--- src/rtl/dds_pkg.sv ---
// Shared DDS definitions: quarter-wave LUT geometry and loader state encoding.
package dds_pkg;
  localparam int LUT_ADDR_W     = 9;
  localparam int LUT_DATA_W     = 16;
  localparam int LUT_RD_LATENCY = 2;

  typedef enum logic [2:0] {
    IDLE   = 3'd0,
    LOAD   = 3'd1,
    VERIFY = 3'd2,
    DONE   = 3'd3,
    ERR    = 3'd4
  } lut_ld_state_e;
endpackage

--- src/rtl/lut_rd_tag_pipe.sv ---
// Valid+address delay line matching the BRAM read latency, so each returned
// word arrives tagged with the address it was read from.
module lut_rd_tag_pipe
  import dds_pkg::*;
#(
  parameter int ADDR_W = LUT_ADDR_W,
  parameter int DEPTH  = LUT_RD_LATENCY
) (
  input  logic              i_clk,
  input  logic              i_rst_n,
  input  logic              i_flush,
  input  logic              i_valid,
  input  logic [ADDR_W-1:0] i_addr,
  output logic              o_valid,
  output logic [ADDR_W-1:0] o_addr
);
  logic [DEPTH-1:0]  r_vld;
  logic [ADDR_W-1:0] r_addr [DEPTH];

  // Shift tags one stage per cycle; a flush drops every in-flight read.
  always_ff @(posedge i_clk) begin
    if (!i_rst_n || i_flush) begin
      r_vld <= {DEPTH{1'b0}};
      for (int i = 0; i < DEPTH; i++) r_addr[i] <= {ADDR_W{1'b0}};
    end else begin
      r_vld[0]  <= i_valid;
      r_addr[0] <= i_addr;
      for (int i = 1; i < DEPTH; i++) begin
        r_vld[i]  <= r_vld[i-1];
        r_addr[i] <= r_addr[i-1];
      end
    end
  end

  assign o_valid = r_vld[DEPTH-1];
  assign o_addr  = r_addr[DEPTH-1];
endmodule

--- src/rtl/quarter_sine_lut_loader.sv ---
// Loads the quarter-wave sine LUT from a sample stream, reads it back to verify
// checksum and monotonic order, and only then flags the LUT as valid.
module quarter_sine_lut_loader
  import dds_pkg::*;
#(
  parameter int ADDR_W     = LUT_ADDR_W,
  parameter int DATA_W     = LUT_DATA_W,
  parameter int RD_LATENCY = LUT_RD_LATENCY,
  parameter bit CHECK_MONO = 1'b1
) (
  input  logic              i_clk,
  input  logic              i_rst_n,
  input  logic              i_start,
  input  logic              i_s_valid,
  output logic              o_s_ready,
  input  logic [DATA_W-1:0] i_s_data,
  output logic              o_wr_en,
  output logic [ADDR_W-1:0] o_wr_addr,
  output logic [DATA_W-1:0] o_wr_data,
  output logic [ADDR_W-1:0] o_rd_addr,
  input  logic [DATA_W-1:0] i_rd_data,
  output logic              o_busy,
  output logic              o_lut_valid,
  output logic              o_error,
  output logic [DATA_W-1:0] o_checksum
);
  localparam logic [ADDR_W-1:0] CNT_LAST = {ADDR_W{1'b1}};

  lut_ld_state_e     r_state;
  logic [ADDR_W-1:0] r_cnt;
  logic              r_load_last;
  logic [DATA_W-1:0] r_prev;
  logic [DATA_W-1:0] r_checksum;
  logic              r_wr_en;
  logic [ADDR_W-1:0] r_wr_addr;
  logic [DATA_W-1:0] r_wr_data;
  logic [ADDR_W-1:0] r_rd_addr;
  logic              r_rd_last;
  logic [DATA_W-1:0] r_rb_sum;
  logic [DATA_W-1:0] r_rb_prev;
  logic              r_rb_mono_fail;

  logic              w_accept;
  logic              w_mono_fail;
  logic              w_issue;
  logic              w_tag_vld;
  logic [ADDR_W-1:0] w_tag_addr;
  logic              w_tag_last;
  logic [DATA_W-1:0] w_rb_next;
  logic              w_rb_mono;

  // Ready drops as soon as the final sample is taken, while its write is still pending.
  assign o_s_ready   = (r_state == LOAD) && !r_load_last;
  assign w_accept    = i_s_valid && o_s_ready;
  assign w_mono_fail = CHECK_MONO && (r_cnt != {ADDR_W{1'b0}}) && (i_s_data < r_prev);
  assign w_issue     = (r_state == VERIFY) && !r_rd_last;
  assign w_tag_last  = w_tag_vld && (w_tag_addr == CNT_LAST);
  assign w_rb_next   = r_rb_sum + i_rd_data;
  assign w_rb_mono   = CHECK_MONO && (w_tag_addr != {ADDR_W{1'b0}}) && (i_rd_data < r_rb_prev);

  lut_rd_tag_pipe #(.ADDR_W(ADDR_W), .DEPTH(RD_LATENCY)) u_tag_pipe (
    .i_clk   (i_clk),
    .i_rst_n (i_rst_n),
    .i_flush (i_start),
    .i_valid (w_issue),
    .i_addr  (r_rd_addr),
    .o_valid (w_tag_vld),
    .o_addr  (w_tag_addr)
  );

  // Loader FSM with write port, read address counter and both accumulators.
  always_ff @(posedge i_clk) begin
    if (!i_rst_n) begin
      r_state        <= IDLE;
      r_cnt          <= {ADDR_W{1'b0}};
      r_load_last    <= 1'b0;
      r_prev         <= {DATA_W{1'b0}};
      r_checksum     <= {DATA_W{1'b0}};
      r_wr_en        <= 1'b0;
      r_wr_addr      <= {ADDR_W{1'b0}};
      r_wr_data      <= {DATA_W{1'b0}};
      r_rd_addr      <= {ADDR_W{1'b0}};
      r_rd_last      <= 1'b0;
      r_rb_sum       <= {DATA_W{1'b0}};
      r_rb_prev      <= {DATA_W{1'b0}};
      r_rb_mono_fail <= 1'b0;
    end else if (i_start) begin
      r_state        <= LOAD;
      r_cnt          <= {ADDR_W{1'b0}};
      r_load_last    <= 1'b0;
      r_prev         <= {DATA_W{1'b0}};
      r_checksum     <= {DATA_W{1'b0}};
      r_wr_en        <= 1'b0;
      r_rd_addr      <= {ADDR_W{1'b0}};
      r_rd_last      <= 1'b0;
      r_rb_sum       <= {DATA_W{1'b0}};
      r_rb_prev      <= {DATA_W{1'b0}};
      r_rb_mono_fail <= 1'b0;
    end else begin
      r_wr_en <= 1'b0;
      case (r_state)
        LOAD: begin
          if (r_load_last) begin
            r_state <= VERIFY;
          end else if (w_accept) begin
            if (w_mono_fail) begin
              r_state <= ERR;
            end else begin
              r_wr_en    <= 1'b1;
              r_wr_addr  <= r_cnt;
              r_wr_data  <= i_s_data;
              r_checksum <= r_checksum + i_s_data;
              r_prev     <= i_s_data;
              if (r_cnt == CNT_LAST) r_load_last <= 1'b1;
              else                   r_cnt       <= r_cnt + {{(ADDR_W-1){1'b0}}, 1'b1};
            end
          end else begin
            r_state <= LOAD;
          end
        end
        VERIFY: begin
          if (w_issue) begin
            if (r_rd_addr == CNT_LAST) r_rd_last <= 1'b1;
            else                       r_rd_addr <= r_rd_addr + {{(ADDR_W-1){1'b0}}, 1'b1};
          end
          if (w_tag_vld) begin
            r_rb_sum  <= w_rb_next;
            r_rb_prev <= i_rd_data;
            if (w_rb_mono) r_rb_mono_fail <= 1'b1;
          end
          // Final decision folds in the last returned word directly.
          if (w_tag_last) begin
            if ((w_rb_next == r_checksum) && !r_rb_mono_fail && !w_rb_mono) r_state <= DONE;
            else                                                            r_state <= ERR;
          end
        end
        IDLE, DONE, ERR: r_state <= r_state;
        default:         r_state <= IDLE;
      endcase
    end
  end

  assign o_wr_en     = r_wr_en;
  assign o_wr_addr   = r_wr_addr;
  assign o_wr_data   = r_wr_data;
  assign o_rd_addr   = r_rd_addr;
  assign o_checksum  = r_checksum;
  assign o_busy      = (r_state == LOAD) || (r_state == VERIFY);
  assign o_lut_valid = (r_state == DONE);
  assign o_error     = (r_state == ERR);
endmodule
--- config.mk ---
export PLATFORM = sky130hd
export DESIGN_NAME = quarter_sine_lut_loader
export DESIGN_NICKNAME = d
export VERILOG_FILES = /design/src/rtl/dds_pkg.sv /design/src/rtl/lut_rd_tag_pipe.sv /design/src/rtl/quarter_sine_lut_loader.sv
export SDC_FILE = /design/constraint.sdc
export NUM_CORES = 1
export LEC_CHECK = 0
export ABC_AREA = 1
export CAP_MARGIN = 10
export CORE_MARGIN = 4
export CORE_UTILIZATION = 60
export CTS_BUF_LIST = sky130_fd_sc_hd__clkbuf_16
export DETAILED_ROUTE_END_ITERATION = 8
export GPL_TIMING_DRIVEN = 0
export HOLD_SLACK_MARGIN = 0.15
export PLACE_DENSITY = 0.85
export SYNTH_ARGS = -nofsm -noshare
export SYNTH_HDL_FRONTEND = slang
export SYNTH_SLANG_ARGS = --single-unit
--- constraint.sdc ---
create_clock -name i_clk -period 4.64 [get_ports i_clk]
set_input_delay 0.928 -clock i_clk [delete_from_list [all_inputs] [get_ports i_clk]]
set_output_delay 0.928 -clock i_clk [all_outputs]
set_load 0.1 [all_outputs]
==> metrics.yaml <==
run_status:
  run_status: "finished clean"
place:
  place_ws_ns: 1.11
  dp_hpwl_um: 14100
  place.gp.congestion: 0.937
  port_buffers: 88
  placed_cells: 1306
  place_area_sq_um: 8660
grt:
  overflow: 0
  use_met3_pct: 5.47
  grt_pass1_wl_um: 32100
  met2_usage_pct: 45.2
  antenna_found_initial: 0
  grt_max_degree: 17
  first_global_vias: 6959
  grt_util_all_layers_pct: 27.2
  busiest_layer: "met2"
  grtUsageMet1_pct: 34.2
hold_path:
  min_path_type: "reg2reg"
  hold_start: "u_tag_pipe.r_addr[0][7]"
  holdPathEnd: "u_tag_pipe.r_addr[0][16]"
  hold_depth: 2
logic_synthesis:
  synth_nets: 1153
  syn_inst: 1050
  synth_ff_type: "dfxtp_1"
  synthArstFlopShare_pct: 0
  syn_avg_cell_area_sq_um: 7.21
  ys_top_cells_by_area: "dfxtp_1, ha_1, nand2_1"
  ys_warn_count: 0
  yosysMostFrequentCell: "nand2_1"
  synth-edff-count: 0
  synth-seq-cells: 134
  synth.distinct_cells: 44
  synth_common_cells: "nand2_1, inv_1, dfxtp_1, a21oi_1, nor2_1"
  syn_area_sq_um: 7570
  ys_seq_area_share_pct: 35.4
  synth_top_area_share_pct: 35.4
  synth_top_area_cell: "dfxtp_1"
die:
  core_area_sq_um: 12200
  die_width_um: 120
  rows: 40
  initial_core_util_pct: 62.2
  die_y_um: 120
  dieArea_sq_um: 14500
  ios: 91
pwr:
  intPower_mw: 2.18
  p_seq_share_pct: 38.5
  power_mw: 3.11
  switching_share_pct: 29.8
  share_comb_of_total_power_pct: 16.8
  p_leak_nw: 4.08
  p_per_area_nw_per_um2: 336
  ir_worst_vdd_v: 0.000245
  p_sw_mw: 0.929
  p_clk_share_pct: 44.7
detailed_routing:
  wl_per_cell_um: 14.5
  drt_iter0_markers: 515
  drtAntennaViolNets: 0
  drcViolationCount: 0
  firstDrtPassIters: 5
  drt_wl_total_um: 19400
  routed-via-count: 7246
  drt-vias-per-instance: 5.42
timing:
  fin_ws_ns: 1.28
  fin_crit_ns: 3.36
  grt_setup_unrepaired: "false"
  slew_headroom_pct: 32.1
  max_freq_ghz: 0.297
  hold_violations: 0
  tightest_slew_ns: 1.02
  tns_ns: 0
  setup_viol: 0
  slew_violations: 0
  finalCritPeriodShare_pct: 72.5
  final.setup_skew_ns: 0.00705
cts:
  cts_setup_buffers: 0
  ctsResizeCount: 0
  clockBufferDepth: 2
  clkLatencyLatePin_ns: 0.42
  cts_tree: "built"
  clock_sink_count: 134
  h-tree-depth: 4
  path_clk_slew_ns: 0.06
  clk_root_buffer_cell: "clkbuf_16"
  cts_buffers: 17
  holdBufCountCts: 0
cells_and_area:
  nets: 1260
  drive_gt1_share_pct: 7.26
  syn_to_final_growth_pct: 22.4
  diodes: 0
  nFillCells: 928
  final_cells: 1338
  fin_area_sq_um: 9260
worst_setup_path:
  worst_setup_path_start_kind: "flip-flop"
  r2r_end: "r_state[2]"
  reg2regPathDepth: 18
  arrival_ns: 2.44
  r2r_slack_ns: 2.20
  timing.rr.start: "r_rb_sum[0]"
  critPathKind: "reg2out"
  crit_required_ns: 3.71
  crit_path_end_kind: "output port"
  worst-path-max-fanout: 4
job:
  cap_violations: 0
## metal layers
layer	vias up	share of wire, %
met4	0	3.8
li1	3674	-
met3	51	7.0
met1	3269	43
met5	-	0
met2	252	46
## state kept, by name (all words and copies together), names as in the netlist
register and cells:
o_checksum 16, o_rd_addr 9, o_wr_addr 9, o_wr_data 16
o_wr_en 1, r_cnt 9, r_load_last 1, r_prev 16
r_rb_mono_fail 1, r_rb_prev 16, r_rb_sum 16, r_rd_last 1
r_state 3, u_tag_pipe.r_addr 18, u_tag_pipe.r_vld 2
## kinds of logic after synthesis
family	after synthesis	share of synthesized area [%]
adders and majority gates	67	11.3
DFF	134	35.4
AOI/OAI and AO/OA	235	16.7
buffers and inverters	192	9.94
and+or+nand+nor	398	23.4
xor gates and xnor gates	24	3.14
## worst max path at each step
stage / startpoint / end / slack (ns) / cells after the start
final: r_state[0] / o_s_ready / 1.28 / 5
after global routing: r_state[0] / o_s_ready / 1.14 / 5
after CTS: r_state[0] / o_s_ready / 1.26 / 5
after detailed placement: i_rd_data[0] / r_state[2] / 1.11 / 19
after global placement: i_rd_data[0] / r_state[2] / 1.15 / 19
after floorplan: r_state[1] / o_lut_valid / 1.26 / 2
## per-stage QoR
step | hold WS (ns) | utilization (%)
floorplan | 0.394 | -
global placement | 0.397 | 71.2
detailed placement | 0.398 | 71.2
CTS | 0.408 | 76.2
global route | 0.433 | 76.2
finish | 0.408 | 76.2
## critical path, stage by stage (launching register included)
cell,delay [ns]
dfxtp_1,0.36
inv_2,0.08
nor3_2,0.21
inv_2,0.09
nor2_2,0.12
clkdlybuf4s50_1,1.15
## cell type report
cell class / instances / area, sq um / share of cell area, %
Timing Repair Buffer: 88 / 881 / 9.51
Multi-Input combinational cell: 724 / 4130 / 44.6
Clock buffer: 17 / 425 / 4.59
Clock inverter: 15 / 179 / 1.93
Sequential cell: 134 / 2680 / 29.0
Tap cell: 168 / 210 / 2.27
Inverter: 160 / 603 / 6.51
Buffer: 32 / 149 / 1.61
## layout by cell type (no fill, tap or decap), types with 20 or more instances in the layout
cell,netlist,routed
dfxtp_1,134,134
clkbuf_1,20,20
a21oi_1,107,107
nand2_1,163,163
ha_1,65,65
clkdlybuf4s50_1,0,88
inv_1,150,151
o21ai_0,90,90
nand3_1,70,70
nor2_1,99,99
## power groups by stage
stage | sequential [mW] | clock (mW) | combinational (mW)
6_report | 1.20 | 1.39 | 0.522
5_1_grt | 1.20 | 1.45 | 0.567
4_1_cts | 1.20 | 1.40 | 0.521
3_5_place_dp | 1.22 | 0 | 0.514
3_3_place_gp | 1.22 | 0 | 0.507
2_1_floorplan | 1.35 | 0 | 0.244
No activity file was read; power rests on OpenSTA's default activity.
==> edit, RTL diff (same flow settings) <==
Reset style: asynchronous (`i_rst_n`), changed in one clocked block.
--- a/src/rtl/quarter_sine_lut_loader.sv
+++ b/src/rtl/quarter_sine_lut_loader.sv
@@ -70,5 +70,5 @@
 
   // Loader FSM with write port, read address counter and both accumulators.
-  always_ff @(posedge i_clk) begin
+  always_ff @(posedge i_clk or negedge i_rst_n) begin
     if (!i_rst_n) begin
       r_state        <= IDLE;
Behaviour: differs if i_rst_n is asserted again (counterexample within 4 cycles, from zero or initial values and one cycle with i_rst_n low); with i_rst_n held inactive, the same outputs for 4 cycles.
==> edit against the unedited design <==
Via count stayed put; synthesized cell count is 3.3% lower; sequential share of layout area grew 4.2 points; worst setup slack got worse by 0.19 ns; sequential cell count unchanged; count of clock-buffer cells in the layout increased by 1; largest cell class unchanged; global-route usage fell by 0.61 points; wire length is 4.2% higher; area after synthesis increased by 7.3%; cell area increased by 6.0%; utilization is 2.0 points lower; clock skew is 0.0022 ns higher.
Power is not compared: it rests on default switching activity, and its combinational part moved more than twofold at a synthesized area within 25%.
==> edit: results (changes against the unedited design) <==
ranking of synthesized cells by area dfrtp_1 (35%), ha_1 (10%), nand2_1 (9.3%), inv_1 (7.3%), nand3_1 (5.8%) (was dfxtp_1 (35%), ha_1 (11%), nand2_1 (8.1%), inv_1 (7.4%), a21oi_1 (7.1%)); sequential element share of the synthesized area 0.401 (was 0.354); yosys warns 0 (unchanged); Syn Nets 1118 (was 1153); Layout Skew 0.00924 ns (was 0.00705 ns); global placement routability congestion 0.879 (was 0.937); port bufs 89 (was 88); Top FF cell, synth dfrtp_1 (was dfxtp_1); initial drt markers 406 (was 515); pin count of the biggest net entering global routing 81 (was 17); Clock Latency Late Sink 0.44 ns (was 0.42 ns); relative slew slack 0.318 (was 0.321); WP data arrival 2.63 ns (was 2.44 ns); HP Class in -> async (was reg -> reg); Post-layout nets 1227 (was 1260); commonest cells in the netlist nand2_1 (202), inv_1 (157), dfrtp_1 (114), nand3_1 (94), nor2_1 (74) (was nand2_1 (163), inv_1 (150), dfxtp_1 (134), a21oi_1 (107), nor2_1 (99)); CP max FO 9 (was 4); first-pass GRT wire length 33700 µm (was 32100 µm); vias in the first global route 7274 (was 6959); 1st-pass router iterations 7 (was 5); CP peak stage delay 1.13 ns (was 1.15 ns); status complete, no violations (unchanged); final wirelength 20200 µm (was 19400 µm); detailed placement HPWL 14600 µm (was 14100 µm); Mapped Cells 1015 (was 1050); layout cells sized above 1 0.0844 (was 0.0726); Routed WL per cell 15.4 µm (was 14.5 µm); Cells after DPL 1281 (was 1306); Netlist cell types 46 (was 44); gr usage total 0.266 (was 0.272); LEAKAGE 0.00466 µW; async set-reset flop share out of synthesis 0.851 (was 0)
-- edit: changes by cell type after synthesis, sizes merged, moves of 8 or more --
cell / before / now
o22ai: 0 / 28
nand2: 179 / 207
dfxtp: 134 / 20
o21ai: 97 / 81
a21oi: 110 / 59
dfrtp: 0 / 114
nor2: 108 / 78
nand3: 75 / 95
a21boi: 9 / 1
o211ai: 10 / 2
-- edit: worst max-delay path, delay by kind of cell (launching register included) --
kind,cells,cell delay (ns)
buffers and inverters,1,1.13
AND/OR/NAND/NOR,2,0.61
flip-flops,1,0.45
-- edit: logic make-up after synthesis --
| family | share of synthesized area |
|---|---|
| AOI/OAI and AO/OA | 0.139 |
| DFF | 0.401 |
| buffers and inverters | 0.0950 |
| and+or+nand+nor | 0.231 |
| xor gates and xnor gates | 0.0287 |
| adders and majority gates | 0.105 |
-- edit: worst paths after layout --
kind	slack [ns]	endpoint	start	cells after the start
worst max-delay path	1.08	o_busy	r_state[2]	3
worst min-delay path	0.39	o_rd_addr[7]	i_rst_n	1
worst max register to register	1.96	r_state[2]	r_rb_sum[0]	21
worst min register to register	0.41	u_tag_pipe.r_addr[0][16]	u_tag_pipe.r_addr[0][7]	2
max in group asynchronous	3.55	r_prev[1]	i_rst_n	2
min in group i_clk	0.41	u_tag_pipe.r_addr[0][16]	u_tag_pipe.r_addr[0][7]	2
-- edit: where the power goes --
part           switching (µW)  total, µW  leakage [µW]  internal [µW]
registers                 172       1530       0.00169           1360
clock network             553       1280      0.000282            726
logic                    1970       2710       0.00269            742
total                    2700       5520       0.00466           2830
-- edit: through the flow --
stage / setup WS [ns] / utilization / instance area (µm²) / setup TNS [ns] / total power (µW)
after floorplan: 1.14 / - / 8120 / 0 / 3590
after global placement: -1.80 / 0.697 / 9230 / -231.64 / 4170
after detailed placement: 0.815 / 0.699 / 9260 / 0 / 4230
after CTS: 1.08 / 0.741 / 9820 / 0 / 5530
after global routing: 0.993 / 0.741 / 9820 / 0 / 5790
final: 1.08 / 0.741 / 9820 / 0 / 5520
-- edit: area by class of cell --
type                            instances  area, µm²
Buffer                                 25        151
Clock buffer                           18        450
Clock inverter                         14        113
Fill cell                             991       3420
Inverter                              164        619
Multi-Input combinational cell        692       4090
Sequential cell                       134       3250
Tap cell                              176        220
Timing Repair Buffer                   90        920
-- edit: layer usage --
layer | track usage | vias up | routed length (µm)
li1 | - | 3577 | -
met1 | 0.332 | 3380 | 8770
met2 | 0.439 | 224 | 9520
met3 | 0.0485 | 65 | 1000
met4 | 0.145 | 0 | 869
met5 | 0 | - | 0
